$ cat config.mk
export PLATFORM = sky130hd
export DESIGN_NAME = uart_rx_fifo_flat
export DESIGN_NICKNAME = d
export VERILOG_FILES = /design/src/rtl/uart_rx_fifo_pkg.sv /design/src/rtl/uart_rx_fifo_if.sv /design/src/rtl/uart_rx_fifo_sync_fifo.sv /design/src/rtl/uart_rx_fifo.sv /design/src/flat_wrapper.sv
export SDC_FILE = /design/constraint.sdc
export NUM_CORES = 1
export LEC_CHECK = 0
export ABC_AREA = 0
export BUFFER_PORTS_ARGS = -buffer_cell sky130_fd_sc_hd__buf_4
export CAP_MARGIN = 25
export CORE_ASPECT_RATIO = 1.25
export CORE_MARGIN = 3
export CORE_UTILIZATION = 40
export DETAILED_ROUTE_END_ITERATION = 10
export GPL_TIMING_DRIVEN = 0
export MAX_ROUTING_LAYER = met4
export SKIP_LAST_GASP = 1
export SLEW_MARGIN = 20
export SYNTH_ARGS = -nofsm -noshare
export SYNTH_HDL_FRONTEND = slang
export SYNTH_HIERARCHICAL = 1
export SYNTH_SLANG_ARGS = --single-unit
$ cat constraint.sdc
create_clock -name clk_i -period 7.8 [get_ports clk_i]
set_clock_uncertainty 0.1 [all_clocks]
set_input_delay 0.39 -clock clk_i [delete_from_list [all_inputs] [get_ports clk_i]]
set_output_delay 0.39 -clock clk_i [all_outputs]
set_load 0.03 [all_outputs]
$ cat src/rtl/uart_rx_fifo_pkg.sv
// Shared constants for the UART receive path: FSM encodings, default baud divisor
// and the mmio register map for the RX data and status registers.
package uart_rx_fifo_pkg;

  localparam int unsigned DATA_W               = 8;
  localparam int unsigned DEFAULT_CLKS_PER_BIT = 868;  // 100 MHz / 115200 baud

  localparam logic [31:0] UART_RX_DATA_ADDR = 32'h0000_1008;
  localparam logic [31:0] UART_RX_STAT_ADDR = 32'h0000_100C;

  typedef enum logic [2:0] {
    ST_IDLE      = 3'd0,
    ST_START     = 3'd1,
    ST_DATA      = 3'd2,
    ST_STOP      = 3'd3,
    ST_WAIT_IDLE = 3'd4
  } rx_state_e;

endpackage

$ cat src/rtl/uart_rx_fifo_if.sv
// mmio-side load/pop interface of the UART receiver: FIFO head, occupancy and error flags.
interface uart_rx_fifo_if
  import uart_rx_fifo_pkg::*;
#(
  parameter int unsigned FIFO_DEPTH = 16
);
  localparam int unsigned CNT_W = $clog2(FIFO_DEPTH + 1);

  logic              rd_en_i;
  logic              clr_err_i;
  logic [DATA_W-1:0] data_o;
  logic              valid_o;
  logic [CNT_W-1:0]  count_o;
  logic              overrun_o;
  logic              frame_err_o;

  modport master (
    output rd_en_i, clr_err_i,
    input  data_o, valid_o, count_o, overrun_o, frame_err_o
  );

  modport slave (
    input  rd_en_i, clr_err_i,
    output data_o, valid_o, count_o, overrun_o, frame_err_o
  );
endinterface

$ cat src/rtl/uart_rx_fifo_sync_fifo.sv
// First-word-fall-through synchronous FIFO; a push into a full FIFO is accepted
// only when a pop happens in the same cycle.
module uart_rx_fifo_sync_fifo #(
  parameter int unsigned WIDTH = 8,
  parameter int unsigned DEPTH = 16
) (
  input  logic                       clk_i,
  input  logic                       rst_i,
  input  logic                       push,
  input  logic                       pop,
  input  logic [WIDTH-1:0]           din,
  output logic [WIDTH-1:0]           dout,
  output logic [$clog2(DEPTH+1)-1:0] count,
  output logic                       full,
  output logic                       empty
);
  localparam int unsigned PTR_W = $clog2(DEPTH);
  localparam int unsigned CNT_W = $clog2(DEPTH + 1);

  logic [WIDTH-1:0] mem [DEPTH];
  logic [PTR_W-1:0] wr_ptr_q, rd_ptr_q;
  logic [CNT_W-1:0] count_q;
  logic             do_push, do_pop;

  assign empty   = (count_q == '0);
  assign full    = (count_q == CNT_W'(DEPTH));
  assign do_pop  = pop && !empty;
  assign do_push = push && (!full || do_pop);
  assign count   = count_q;
  assign dout    = empty ? '0 : mem[rd_ptr_q];

  // Pointers wrap naturally because DEPTH is a power of two.
  always_ff @(posedge clk_i) begin
    if (rst_i) begin
      wr_ptr_q <= '0;
      rd_ptr_q <= '0;
      count_q  <= '0;
    end else begin
      if (do_push) wr_ptr_q <= wr_ptr_q + PTR_W'(1);
      if (do_pop)  rd_ptr_q <= rd_ptr_q + PTR_W'(1);
      case ({do_push, do_pop})
        2'b10:   count_q <= count_q + CNT_W'(1);
        2'b01:   count_q <= count_q - CNT_W'(1);
        default: count_q <= count_q;
      endcase
    end
  end

  always_ff @(posedge clk_i) begin
    if (do_push) mem[wr_ptr_q] <= din;
  end
endmodule

$ cat src/rtl/uart_rx_fifo.sv
// 8N1 UART receiver with mid-bit sampling, buffered in a FWFT FIFO read by mmio.
// Holds the input synchroniser, the frame FSM, its counters and the sticky error flags.
module uart_rx_fifo
  import uart_rx_fifo_pkg::*;
#(
  parameter int unsigned CLKS_PER_BIT = DEFAULT_CLKS_PER_BIT,
  parameter int unsigned FIFO_DEPTH   = 16
) (
  input  logic           clk_i,
  input  logic           rst_i,
  input  logic           uart_txd_i,
  uart_rx_fifo_if.slave  bus
);
  localparam int unsigned BAUD_W = $clog2(CLKS_PER_BIT);
  localparam int unsigned CNT_W  = $clog2(FIFO_DEPTH + 1);
  localparam logic [BAUD_W-1:0] BAUD_HALF = BAUD_W'(CLKS_PER_BIT / 2 - 1);
  localparam logic [BAUD_W-1:0] BAUD_LAST = BAUD_W'(CLKS_PER_BIT - 1);

  logic [1:0]        sync_q;
  logic              rx_s;
  rx_state_e         state_q, state_d;
  logic [BAUD_W-1:0] baud_q, baud_d;
  logic [2:0]        bit_q, bit_d;
  logic [DATA_W-1:0] shift_q, shift_d;
  logic              overrun_q, overrun_d;
  logic              frame_err_q, frame_err_d;
  logic              push, frame_set, overrun_set;
  logic [DATA_W-1:0] fifo_dout;
  logic [CNT_W-1:0]  fifo_count;
  logic              fifo_full, fifo_empty;

  assign rx_s = sync_q[1];

  // Two-flop synchroniser; reset to the idle-high line level.
  always_ff @(posedge clk_i) begin
    if (rst_i) sync_q <= 2'b11;
    else       sync_q <= {sync_q[0], uart_txd_i};
  end

  always_ff @(posedge clk_i) begin
    if (rst_i) begin
      state_q     <= ST_IDLE;
      baud_q      <= '0;
      bit_q       <= '0;
      shift_q     <= '0;
      overrun_q   <= 1'b0;
      frame_err_q <= 1'b0;
    end else begin
      state_q     <= state_d;
      baud_q      <= baud_d;
      bit_q       <= bit_d;
      shift_q     <= shift_d;
      overrun_q   <= overrun_d;
      frame_err_q <= frame_err_d;
    end
  end

  always_comb begin
    state_d   = state_q;
    baud_d    = baud_q;
    bit_d     = bit_q;
    shift_d   = shift_q;
    push      = 1'b0;
    frame_set = 1'b0;
    case (state_q)
      ST_IDLE: begin
        if (!rx_s) begin
          state_d = ST_START;
          baud_d  = '0;
        end
      end
      ST_START: begin
        if (baud_q == BAUD_HALF) begin
          baud_d = '0;
          bit_d  = '0;
          state_d = rx_s ? ST_IDLE : ST_DATA;
        end else begin
          baud_d = baud_q + BAUD_W'(1);
        end
      end
      ST_DATA: begin
        if (baud_q == BAUD_LAST) begin
          baud_d  = '0;
          shift_d = {rx_s, shift_q[DATA_W-1:1]};
          if (bit_q == 3'd7) state_d = ST_STOP;
          else               bit_d   = bit_q + 3'd1;
        end else begin
          baud_d = baud_q + BAUD_W'(1);
        end
      end
      ST_STOP: begin
        if (baud_q == BAUD_LAST) begin
          baud_d = '0;
          if (rx_s) begin
            push    = 1'b1;
            state_d = ST_IDLE;
          end else begin
            frame_set = 1'b1;
            state_d   = ST_WAIT_IDLE;
          end
        end else begin
          baud_d = baud_q + BAUD_W'(1);
        end
      end
      ST_WAIT_IDLE: begin
        // Hold off through a break so a long low line cannot retrigger a start.
        if (rx_s) state_d = ST_IDLE;
      end
      default: state_d = ST_IDLE;
    endcase
  end

  // Sticky flags: a new error in the same cycle as a clear wins.
  assign overrun_set = push && fifo_full && !bus.rd_en_i;

  always_comb begin
    overrun_d   = overrun_q;
    frame_err_d = frame_err_q;
    if (bus.clr_err_i) begin
      overrun_d   = 1'b0;
      frame_err_d = 1'b0;
    end
    if (overrun_set) overrun_d   = 1'b1;
    if (frame_set)   frame_err_d = 1'b1;
  end

  uart_rx_fifo_sync_fifo #(
    .WIDTH (DATA_W),
    .DEPTH (FIFO_DEPTH)
  ) u_fifo (
    .clk_i (clk_i),
    .rst_i (rst_i),
    .push  (push),
    .pop   (bus.rd_en_i),
    .din   (shift_q),
    .dout  (fifo_dout),
    .count (fifo_count),
    .full  (fifo_full),
    .empty (fifo_empty)
  );

  assign bus.data_o      = fifo_dout;
  assign bus.valid_o     = !fifo_empty;
  assign bus.count_o     = fifo_count;
  assign bus.overrun_o   = overrun_q;
  assign bus.frame_err_o = frame_err_q;
endmodule

$ cat src/flat_wrapper.sv
// flat-port wrapper written by rule: the top's interface ports become plain ports
module uart_rx_fifo_flat import uart_rx_fifo_pkg::*;
#(
  parameter int unsigned CLKS_PER_BIT = DEFAULT_CLKS_PER_BIT,
  parameter int unsigned FIFO_DEPTH   = 16
)
  (clk_i, rst_i, uart_txd_i, bus_rd_en_i, bus_clr_err_i, bus_data_o, bus_valid_o, bus_count_o, bus_overrun_o, bus_frame_err_o);
  uart_rx_fifo_if #(.FIFO_DEPTH(FIFO_DEPTH)) bus_i ();
  input  logic clk_i;
  input  logic rst_i;
  input  logic uart_txd_i;
  input wire logic [$bits(bus_i.rd_en_i)-1:0] bus_rd_en_i;
  input wire logic [$bits(bus_i.clr_err_i)-1:0] bus_clr_err_i;
  output wire logic [$bits(bus_i.data_o)-1:0] bus_data_o;
  output wire logic [$bits(bus_i.valid_o)-1:0] bus_valid_o;
  output wire logic [$bits(bus_i.count_o)-1:0] bus_count_o;
  output wire logic [$bits(bus_i.overrun_o)-1:0] bus_overrun_o;
  output wire logic [$bits(bus_i.frame_err_o)-1:0] bus_frame_err_o;
  assign bus_i.rd_en_i = bus_rd_en_i;
  assign bus_i.clr_err_i = bus_clr_err_i;
  assign bus_data_o = bus_i.data_o;
  assign bus_valid_o = bus_i.valid_o;
  assign bus_count_o = bus_i.count_o;
  assign bus_overrun_o = bus_i.overrun_o;
  assign bus_frame_err_o = bus_i.frame_err_o;
  uart_rx_fifo #(.CLKS_PER_BIT(CLKS_PER_BIT), .FIFO_DEPTH(FIFO_DEPTH)) u_core (.clk_i(clk_i), .rst_i(rst_i), .uart_txd_i(uart_txd_i), .bus(bus_i));
endmodule
==> summary.md <==
| Metric | Value |
|---|---|
| Status | `finished clean` |
| Sequential area share after synthesis | `a little under two thirds` |
| Peak supply drop | `~0.17 mV` |
| Cell depth of the worst flop-to-flop path | `12` |
| Longest individual stage delay on the worst path | `0.54 ns` |
| Clk Tree Root Cell | `sky130_fd_sc_hd__clkbuf_16` |
| TritonCTS clock tree | `yes` |
| Number of nets produced by synthesis | `about 530` |
| First-pass GRT wire length | `23.5 mm` |
| Leading cell types by total area after synthesis | `sky130_fd_sc_hd__edfxtp_1, sky130_fd_sc_hd__dfxtp_1, sky130_fd_sc_hd__mux4_2` |
| Clock buffers created by TritonCTS | `17` |
| Max-cap viol count | `0` |
| Period Utilization, post-route | `47.3%` |
| Startpoint of the worst-slack reg-to-reg timing path | `u_core/baud_q[2]` |
| Max transition margin | `a little over two fifths` |
| Critical path cell sequence | `nor3b_1 > and3_1 > and3_1 > clkbuf_1 > nor2b_1 > o21ai_4 > inv_2 > ha_1 > nand2b_1 > o2bb2ai_1 > a2111oi_0 > or4_1` |
| Final Wtd Congestion | `a little over 0.8` |
| Leak | `2.86 nW` |
| Timing-limited maximum frequency | `roughly 0.27 GHz` |
| Crit path launch type | `flip-flop` |
| Htree depth | `4` |
| Die X | `around 130 µm` |
| Number of rows created at floorplan | `between 50 and 60` |
| Count of final hold-check violations | `0` |
| Post-detailed-route via-to-cell ratio | `approximately 5.5` |
| Initial antenna violation count | `0` |
| Maximum root-to-sink buffer count | `2` |
| Initial core utilization | `40.9%` |
| Area growth from synthesis to layout | `14.2%` |
| Worst flop-to-flop path endpoint | `u_core/u_fifo/count[4]` |
| Final number of setup-violating endpoints | `0` |
| Wire length reported by the detailed router | `between 10 and 15 mm` |
| Fin Hold WS | `0.0550 ns` |
| Vias after detailed routing | `4,388` |
| Hold EP | `u_core/sync_q[0]` |
| Library cell occupying the most area in the post-synthesis netlist | `sky130_fd_sc_hd__edfxtp_1` |
| Routed wire length per instance | `about 19 µm` |
| Hold Crit Start | `uart_txd_i` |
| Synth top area share | `between 50% and 60%` |
| Nets@finish | `approximately 570` |
| Total design power | `between 1.5 and 2 mW` |
| Type of element capturing the critical path | `flip-flop` |
| Unrepaired setup endpoints after global routing | `false` |
| Estimated wirelength of the detail-placed design | `approximately 10 mm` |
| Post-CTS Setup Inserts | `0` |
| Main flop type after synthesis | `sky130_fd_sc_hd__edfxtp_1` |
| Clock period minus worst slack | `between 3 and 4 ns` |
| Slew @ Worst Pin | `between 0.8 and 0.9 ns` |
| Proportion of synthesized flip-flops having asynchronous set or reset | `0%` |
| Residual DRC count | `0` |
| Antenna-violating nets left | `0` |
| Synthesis Warnings | `6` |
| Min-Delay Path Class | `input port to flip-flop` |
| Antenna cell count | `0` |
| Worst endpoint required time | `7.99 ns` |
| Area of the die | `slightly above 20,000 µm²` |
| Fraction of layout cells with a size suffix above 1 | `between 20% and 30%` |
| Later-pin clock latency in the skew report | `around 0.42 ns` |
| CTS sink cnt | `173` |
| Yosys reg bits | `about 170` |
| Number of pins exceeding their max-slew limit in the final report | `0` |
| Top-level port count | `21` |
| Type of the worst setup path | `flip-flop to flip-flop` |
| Via count of the first global-routing pass | `about 4.4k` |
| GRT Total Usage | `between 10% and 20%` |
| Number of buffers inserted by hold repair at cts | `0` |
| PwrDens | `approximately 230 nW/µm²` |
| Max Fanout on Critical Path | `10` |
| Pin count of the biggest net entering global routing | `19` |
| Number of I/O port buffers | `20` |
| Number of optimization iterations in the first detailed-route pass | `5` |
| Clock-pin slew on the worst setup and hold paths | `~0.07 ns` |
| PostCTS Resize Cnt | `0` |
| Sum of negative setup slack | `0 ns` |
| Final global-route overflow total | `0` |
| Area of the placeable core | `about 18,000 µm²` |
| Register-to-register setup slack | `4.11 ns` |
| Cell count after synthesis | `508` |
| Instance count along the most critical hold path | `2` |
| Synthesized area per cell | `14.6 µm²` |
| Number of different library cells in the post-synthesis netlist | `64` |
| Height of the die | `approximately 160 µm` |
| Synthesized area | `around 7400 µm²` |
| Arr. time, crit path | `3.88 ns` |
| Cell type with the highest occurrence count on the critical path | `sky130_fd_sc_hd__and3_1` |
| Count of routing violations after the opening detailed-route iteration | `420` |
| Library cell contributing the largest single delay on the critical path | `sky130_fd_sc_hd__nor3b_1` |
| Number of enable flip-flop cells after synthesis | `~130` |
-- cell families (layout without fill, tap and decap cells) --
kind of cell,after synthesis,count (layout),synth area share [%]
fa+ha+maj,13,13,2.29
simple gates,145,145,10.8
flops,173,173,63.8
compound gates,83,83,8.14
xor+xnor,5,5,0.589
buf+inv,43,99,2.78
mux,46,46,11.6
-- registers in the layout, summed over array words and instances, names as in the netlist, 2 cells and up, named ones only --
signal	cells
u_core/sync_q	2
u_core/u_fifo/wr_ptr_q	4
u_core/u_fifo/count	5
u_core/u_fifo/rd_ptr_q	4
u_core/state_q	3
u_core/shift_q	8
u_core/bit_q	3
u_core/u_fifo/mem	128
u_core/baud_q	10
-- Yosys cell counts, types with 8 or more instances --
library cell and instances:
sky130_fd_sc_hd__dfxtp_1 45, sky130_fd_sc_hd__ha_1 12, sky130_fd_sc_hd__a21oi_1 23, sky130_fd_sc_hd__inv_1 15
sky130_fd_sc_hd__buf_2 8, sky130_fd_sc_hd__nor2_1 31, sky130_fd_sc_hd__edfxtp_1 128, sky130_fd_sc_hd__nor2b_1 15
sky130_fd_sc_hd__mux2i_1 13, sky130_fd_sc_hd__mux4_2 32, sky130_fd_sc_hd__a211oi_1 18, sky130_fd_sc_hd__nand2b_1 9
sky130_fd_sc_hd__nand2_1 17, sky130_fd_sc_hd__nand3_1 22, sky130_fd_sc_hd__clkbuf_1 11
-- how the worst max path moves through the flow --
stage,startpoint,endpoint,slack (ns),cells after the start
after global placement,u_core/baud_q[2],u_core/u_fifo/mem[1][3],3.74,6
after CTS,u_core/baud_q[2],u_core/u_fifo/count[4],4.12,12
after floorplan,u_core/baud_q[0],u_core/u_fifo/count[4],4.62,12
after global routing,u_core/baud_q[3],u_core/u_fifo/count[4],3.80,12
final,u_core/baud_q[2],u_core/u_fifo/count[4],4.11,12
after detailed placement,u_core/baud_q[2],u_core/u_fifo/count[4],4.16,12
-- layout make-up --
cell class / instances / area [µm²]
tap: 228 / 285
buffer: 27 / 146
clock inverter: 14 / 146
fill: 1621 / 9680
multi-input combinational: 292 / 2510
sequential: 173 / 4740
timing repair buffer: 24 / 170
clock buffer: 18 / 429
inverter: 16 / 60.1
-- per-layer routing --
metal | vias up | track usage, % | part of all wire [%]
met3 | 23 | 2.99 | 3.7
met5 | - | - | 0
met4 | 0 | 6.88 | 2.7
met1 | 2210 | 19.6 | 44
li1 | 2048 | - | -
met2 | 107 | 25.3 | 50
-- layout by cell type, fill, tap and decap left out, types with 3 or more instances in the layout --
| cell | n |
|---|---|
| sky130_fd_sc_hd__or2_2 | 4 |
| sky130_fd_sc_hd__clkinvlp_4 | 4 |
| sky130_fd_sc_hd__and2_1 | 6 |
| sky130_fd_sc_hd__nor3_1 | 4 |
| sky130_fd_sc_hd__nor3b_1 | 5 |
| sky130_fd_sc_hd__a21o_1 | 3 |
| sky130_fd_sc_hd__buf_2 | 12 |
| sky130_fd_sc_hd__and3_1 | 7 |
| sky130_fd_sc_hd__buf_4 | 21 |
| sky130_fd_sc_hd__nor2_1 | 31 |
| sky130_fd_sc_hd__clkbuf_16 | 17 |
| sky130_fd_sc_hd__mux2i_1 | 13 |
| sky130_fd_sc_hd__nor4_2 | 4 |
| sky130_fd_sc_hd__nand3b_1 | 4 |
| sky130_fd_sc_hd__clkinv_4 | 4 |
| sky130_fd_sc_hd__clkbuf_1 | 12 |
| sky130_fd_sc_hd__nor2b_1 | 15 |
| sky130_fd_sc_hd__ha_1 | 12 |
| sky130_fd_sc_hd__o21ai_1 | 5 |
| sky130_fd_sc_hd__nand3_1 | 22 |
| sky130_fd_sc_hd__a31oi_1 | 3 |
| sky130_fd_sc_hd__xor2_1 | 3 |
| sky130_fd_sc_hd__buf_6 | 4 |
| sky130_fd_sc_hd__a21oi_1 | 23 |
| sky130_fd_sc_hd__o21a_1 | 5 |
| sky130_fd_sc_hd__dfxtp_1 | 45 |
| sky130_fd_sc_hd__mux4_2 | 32 |
| sky130_fd_sc_hd__nand2b_1 | 9 |
| sky130_fd_sc_hd__a211oi_1 | 18 |
| sky130_fd_sc_hd__nand4_1 | 4 |
| sky130_fd_sc_hd__o21ai_0 | 4 |
| sky130_fd_sc_hd__inv_1 | 15 |
| sky130_fd_sc_hd__edfxtp_1 | 128 |
| sky130_fd_sc_hd__nand2_1 | 17 |
-- per-stage QoR --
| stage | instances | worst slack (ns) | instance area, µm² | utilization [%] |
|---|---|---|---|---|
| after detailed placement | 760 | 4.16 | 7920 | 43.6 |
| after floorplan | 508 | 4.62 | 7440 | - |
| after CTS | 792 | 4.12 | 8490 | 46.7 |
| after global routing | 792 | 3.80 | 8490 | 46.7 |
| after global placement | 756 | 3.74 | 7870 | 43.3 |
| final | 792 | 4.11 | 8490 | 46.7 |
-- critical path, delay by kind of cell (launching register included) --
kind	cells	cell delay [ns]
simple gates	6	1.81
buf+inv	2	0.52
compound gates	3	0.42
flops	1	0.37
fa+ha+maj	1	0.33
-- report_power, final --
group	internal, mW	total (mW)	leakage [nW]	switching, mW
clock	0.471	0.812	0.268	0.341
sequential	0.982	0.991	1.55	0.00898
combinational	0.0514	0.119	1.05	0.0675
total	1.50	1.92	2.86	0.417
Note: power is estimated with default switching activity, not from simulation.
